$ cat src/rtl/matrix_unflatten_stream.sv
// Buffers one packed row-major matrix per input handshake and replays it
// as DIM1 row beats of DIM0 elements, with valid/ready on both sides.
module matrix_unflatten_stream #(
  parameter int DATA_WIDTH = 32,
  parameter int DIM0       = 4,
  parameter int DIM1       = 4
) (
  input  logic                             clk,
  input  logic                             rst,
  input  logic [DATA_WIDTH*DIM0*DIM1-1:0]  data_in,
  input  logic                             data_in_valid,
  output logic                             data_in_ready,
  output logic [DATA_WIDTH-1:0]            data_out [DIM0-1:0],
  output logic                             data_out_valid,
  input  logic                             data_out_ready,
  output logic                             data_out_last
);

  localparam int FLAT_W = DATA_WIDTH * DIM0 * DIM1;
  localparam int ROW_W  = (DIM1 > 1) ? $clog2(DIM1) : 1;

  typedef enum logic {
    S_EMPTY = 1'b0,
    S_FULL  = 1'b1
  } state_t;

  state_t             r_state;
  state_t             w_next_state;
  logic [FLAT_W-1:0]  r_buf;
  logic [ROW_W-1:0]   r_row;
  logic               w_last_row;
  logic               w_in_hs;
  logic               w_out_hs;

  assign w_last_row = (r_row == ROW_W'(DIM1 - 1));
  assign w_in_hs    = data_in_valid && data_in_ready;
  assign w_out_hs   = data_out_valid && data_out_ready;

  always_ff @(posedge clk or posedge rst) begin
    if (rst) begin
      r_state <= S_EMPTY;
    end else begin
      r_state <= w_next_state;
    end
  end

  always_comb begin
    w_next_state = r_state;
    case (r_state)
      S_EMPTY: if (w_in_hs) w_next_state = S_FULL;
      // A new matrix arriving on the last beat keeps us FULL with no bubble.
      S_FULL:  if (w_out_hs && w_last_row && !w_in_hs) w_next_state = S_EMPTY;
      default: w_next_state = S_EMPTY;
    endcase
  end

  always_comb begin
    data_in_ready  = 1'b0;
    data_out_valid = 1'b0;
    data_out_last  = 1'b0;
    case (r_state)
      S_EMPTY: begin
        data_in_ready = !rst;
      end
      S_FULL: begin
        data_in_ready  = !rst && w_last_row && data_out_ready;
        data_out_valid = 1'b1;
        data_out_last  = w_last_row;
      end
      default: ;
    endcase
  end

  always_ff @(posedge clk or posedge rst) begin
    if (rst) begin
      r_buf <= '0;
      r_row <= '0;
    end else begin
      if (w_in_hs) begin
        r_buf <= data_in;
        r_row <= '0;
      end else if (w_out_hs) begin
        r_row <= w_last_row ? '0 : r_row + 1'b1;
      end
    end
  end

  always_comb begin
    for (int c = 0; c < DIM0; c++) begin
      data_out[c] = r_buf[(int'(r_row) * DIM0 + c) * DATA_WIDTH +: DATA_WIDTH];
    end
  end

endmodule

$ cat config.mk
export PLATFORM = sky130hd
export DESIGN_NAME = matrix_unflatten_stream
export DESIGN_NICKNAME = d
export VERILOG_FILES = /design/src/rtl/matrix_unflatten_stream.sv
export SDC_FILE = /design/constraint.sdc
export NUM_CORES = 1
export LEC_CHECK = 0
export ABC_AREA = 1
export BUFFER_PORTS_ARGS = -buffer_cell sky130_fd_sc_hd__buf_2
export CAP_MARGIN = 5
export CORE_MARGIN = 5
export CORE_UTILIZATION = 40
export CTS_BUF_LIST = sky130_fd_sc_hd__clkbuf_8 sky130_fd_sc_hd__clkbuf_16
export DETAILED_ROUTE_END_ITERATION = 8
export PLACE_DENSITY = 0.65
export SLEW_MARGIN = 15
export SYNTH_ARGS = -nofsm -noshare
export SYNTH_HDL_FRONTEND = slang
export SYNTH_SLANG_ARGS = --single-unit
$ cat constraint.sdc
create_clock -name clk -period 36.6 [get_ports clk]
set_clock_uncertainty 0.05 [all_clocks]
set_input_delay 10.98 -clock clk [delete_from_list [all_inputs] [get_ports clk]]
set_output_delay 10.98 -clock clk [all_outputs]
set_load 0.02 [all_outputs]
==> tab_implementation.tex <==
\begin{tabular}{lr}
\hline
Metric & Value \\
\hline
\multicolumn{2}{l}{\textbf{Outcome}} \\
\quad Outcome & completed \\
\multicolumn{2}{l}{\textbf{Die}} \\
\quad Chip height & between 200 and 300 um \\
\quad Die width & 264 um \\
\quad Full die area & $\sim$70000 sq um \\
\quad Placeable core region & 64200 sq um \\
\quad Number of ports placed on the die boundary & between 600 and 700 \\
\quad Initial core utilization & 40.2\% \\
\quad Row cnt & 93 \\
\multicolumn{2}{l}{\textbf{Worst setup path}} \\
\quad Family with the most delay on the worst path & buffers and inverters \\
\quad Worst path cell trace & buf\_2, nand2\_1, a21oi\_1, buf\_2 \\
\quad Critical Path AT & 11.73 ns \\
\quad Startpoint types & input port \\
\quad Category of the worst setup path capture point & primary output \\
\quad Maximum net fanout on the critical path & 2 \\
\quad Buffering stage count on the worst path with inverters included & 2 \\
\quad Slowest stage cell on the critical path & sky130\_fd\_sc\_hd\_\_a21oi\_1 \\
\quad Cell repeated most along the worst path & sky130\_fd\_sc\_hd\_\_buf\_2 \\
\quad CP required & 25.57 ns \\
\quad Max incr delay on CP & around 0.23 ns \\
\quad Type of the worst setup path & input port to primary output \\
\multicolumn{2}{l}{\textbf{Global route}} \\
\quad Vias in the first global route & 22500 \\
\quad Initial antenna violation count & 23 \\
\quad Global routing usage summed across all routing layers & roughly 22\% \\
\quad M1 GR Usage & 30.6\% \\
\quad Highest-utilization routing layer at the global route stage & met2 \\
\quad Met3 Use GR & under 10\% \\
\quad Pin count of the biggest net entering global routing & 231 \\
\quad Aggregate global routing overflow & 0 \\
\quad GR Util met2 & 35.8\% \\
\quad First-pass GRT wire length & between 100 and 150 mm \\
\multicolumn{2}{l}{\textbf{Timing}} \\
\quad Ratio of final minimum period to clock period & roughly 62\% \\
\quad Max Clk Rate & about 44 MHz \\
\quad Worst slew margin & 19.1\% \\
\quad Number of setup violations in the final report & 0 \\
\quad Number of hold violations in the final report & 0 \\
\quad Fin Setup TNS & 0 ns \\
\quad Pin slew with the least headroom to its limit & 1.21 ns \\
\quad Final count of pins violating max slew & 0 \\
\quad Final Critical Period & 22.76 ns \\
\quad Unrepaired setup endpoints after global routing & false \\
\multicolumn{2}{l}{\textbf{Min path}} \\
\quad Worst min-delay path class & flop to flop \\
\multicolumn{2}{l}{\textbf{Synth}} \\
\quad Warnings, synthesis & 0 \\
\quad Net count of the mapped netlist & 3798 \\
\quad Post-synthesis average cell area & 7.87 sq um \\
\quad Number of cells produced by synthesis & around 3300 \\
\quad Count of state elements after synthesis & $\sim$520 \\
\quad Register area share after synthesis & 49.9\% \\
\quad Total standard cell area after synthesis & 25800 sq um \\
\quad Count of unique library cells instantiated by Yosys & 17 \\
\multicolumn{2}{l}{\textbf{Job}} \\
\quad Number of max-capacitance violations reported & 0 \\
\multicolumn{2}{l}{\textbf{Layout}} \\
\quad Share of final-layout standard cells stronger than drive strength 1 & 20.5\% \\
\quad Synth-to-layout area growth & 19.2\% \\
\quad Number of nets in the final layout & 4219 \\
\quad Multi-input logic area & 10400 sq um \\
\quad Cell area after layout & 30800 sq um \\
\quad Storage element area & around 13000 sq um \\
\quad Count of fill cells added during filler insertion & 6547 \\
\multicolumn{2}{l}{\textbf{Drt}} \\
\quad \# DRC & 0 \\
\quad Vias & around 24000 \\
\quad Residual antenna-violating net count after detailed routing & 0 \\
\quad Final routed wire length divided by cell count & 17.7 um \\
\quad Via-per-instance ratio & around 5.2 \\
\quad Total Routed Length & 81.7 mm \\
\quad Drt pass-1 iters & 6 \\
\quad First DRT Iteration DRCs & 2572 \\
\multicolumn{2}{l}{\textbf{Power and ir drop}} \\
\quad Share of total power consumed by net switching & 43.6\% \\
\quad Comb power frac & 42.5\% \\
\quad Net switching power of the design & 1.23 mW \\
\quad Share of power burned in registers & 36.5\% \\
\quad Pwr/cell area & 91.5 nW/um\^{}2 \\
\quad Share of power burned in the clock network & between 20\% and 30\% \\
\quad Leakage & 16.7 nW \\
\quad Internal Pwr Total & 1.59 mW \\
\quad IR Drop Worst-Case VDD & 0.0462 mV \\
\multicolumn{2}{l}{\textbf{Place}} \\
\quad RePlAce Congestion & 0.879 \\
\quad Instance area at placement & 28800 sq um \\
\quad Hpwl dp & about 52 mm \\
\quad Count of input and output buffers & 646 \\
\multicolumn{2}{l}{\textbf{Clock tree}} \\
\quad Buffers from clock root to sink, at most & 3 \\
\quad CTS sink cnt & 515 \\
\quad CTS HTree Levels & 2 \\
\quad Clock Pin Slew Worst Setup and Hold Paths & 0.05 ns \\
\quad Post-CTS repair timing setup buffer count & 0 \\
\quad Later-pin clock latency in the skew report & 0.59 ns \\
\quad TritonCTS buffer count & 58 \\
\quad Post-CTS Hold Buffers & 0 \\
\quad Clock tree from TritonCTS & done \\
\quad \# resized after CTS & 0 \\
\quad Clock root buffer master & sky130\_fd\_sc\_hd\_\_clkbuf\_16 \\
\hline
\end{tabular}
==> power groups by stage <==
stage	clock [mW]	combinational, mW	sequential (mW)
floorplan	0	0.891	0.980
global placement	0	1.19	1.03
detailed placement	0	1.20	1.03
CTS	0.607	1.21	1.03
global route	0.628	1.35	1.07
finish	0.590	1.20	1.03
==> logic make-up (layout without fill, tap and decap cells) <==
family	after synthesis	in the layout	share of synthesized area (%)
AOI/OAI and AO/OA	385	385	8.70
buffers and inverters	573	1038	10.1
and+or+nand+nor	1807	1807	31.2
other	0	21	0
DFF	515	515	49.9
adders and majority gates	1	1	0.0484
==> final cells by class <==
cell class                 count  area share [%]
clock buffer                  77            5.60
tap                          855            3.47
sequential                   515            41.9
multi-input combinational   2193            33.6
antenna                       21           0.171
clock inverter                27           0.731
timing repair buffer         673            11.3
inverter                     261            3.20
==> final timing paths <==
path | from | end | slack [ns] | cells past startpoint
max reg2reg | r_row[1] | r_buf[264] | 30.27 | 10
max | data_out_ready | data_in_ready | 13.84 | 4
max in group asynchronous | rst | r_buf[157] | 21.38 | 7
min reg2reg | r_buf[109] | r_buf[109] | 0.42 | 2
min | r_buf[109] | r_buf[109] | 0.42 | 2
min in group asynchronous | rst | r_buf[466] | 10.39 | 2
==> state kept, by name, indices dropped and copies added, names as in the netlist <==
register	count
r_buf	512
r_row	2
r_state	1
==> synth_stat cells, drive strengths merged <==
library cell	number	area share, %
o21ai	128	2.5
nand2	1293	19
o211ai	128	3.7
dfrtp	515	50
nand4	512	12
ha	1	0.048
clkbuf	145	2.1
inv	261	3.8
a21oi	129	2.5
nand3	1	0.039
nor2	1	0.015
buf	167	4.2
==> worst register-to-register path, cell delays in order (launching register included) <==
cell and delay [ns]:
sky130_fd_sc_hd__dfrtp_4 0.69, sky130_fd_sc_hd__buf_4 0.42, sky130_fd_sc_hd__ha_1 0.35, sky130_fd_sc_hd__nand2_1 0.24, sky130_fd_sc_hd__nand2_8 0.56, sky130_fd_sc_hd__nand3_4 0.89
sky130_fd_sc_hd__buf_4 0.78, sky130_fd_sc_hd__buf_4 0.94, sky130_fd_sc_hd__buf_4 1.04, sky130_fd_sc_hd__nand2_1 0.20, sky130_fd_sc_hd__nand2_1 0.11
==> layout by cell type, fill, tap and decap left out <==
cell                         netlist  layout
sky130_fd_sc_hd__nand4_1         512     512
sky130_fd_sc_hd__nand2_1        1292    1292
sky130_fd_sc_hd__nand3_4           0       1
sky130_fd_sc_hd__o21ai_0         128     128
sky130_fd_sc_hd__nand2_8           0       1
sky130_fd_sc_hd__buf_8             0       1
sky130_fd_sc_hd__buf_2           100     645
sky130_fd_sc_hd__inv_6             0       1
sky130_fd_sc_hd__clkinv_2          0       8
sky130_fd_sc_hd__nor2_1            1       1
sky130_fd_sc_hd__diode_2           0      21
sky130_fd_sc_hd__clkinvlp_4        0       1
sky130_fd_sc_hd__dfrtp_4           0       2
sky130_fd_sc_hd__dfrtp_1         515     513
sky130_fd_sc_hd__inv_1           260     273
sky130_fd_sc_hd__inv_8             0       1
sky130_fd_sc_hd__a21oi_1         129     129
sky130_fd_sc_hd__bufinv_16         0       4
sky130_fd_sc_hd__o211ai_1        128     128
sky130_fd_sc_hd__buf_4            10      23
sky130_fd_sc_hd__buf_12            0       4
sky130_fd_sc_hd__ha_1              1       1
sky130_fd_sc_hd__clkbuf_8          0      18
sky130_fd_sc_hd__clkbuf_16         0      59
==> layer usage <==
| layer | routed length, um | part of all wire [%] |
|---|---|---|
| met1 | 35900 | 44 |
| met2 | 39600 | 48 |
| met3 | 4230 | 5.2 |
| met4 | 2010 | 2.5 |
| met5 | 39 | 0.048 |
==> stage by stage <==
step                utilization [%]  hold slack [ns]  setup WS, ns  power [mW]  std cells
floorplan                         -            0.387          4.76        1.87       3281
global placement               44.8            0.397         13.84        2.21       4497
detailed placement             44.8            0.403         13.85        2.24       4497
CTS                            47.9            0.417         13.84        2.84       4601
global route                   47.9            0.427         13.83        3.04       4620
finish                         48.0            0.415         13.84        2.82       4622
Note: power is estimated with default switching activity, not from simulation.
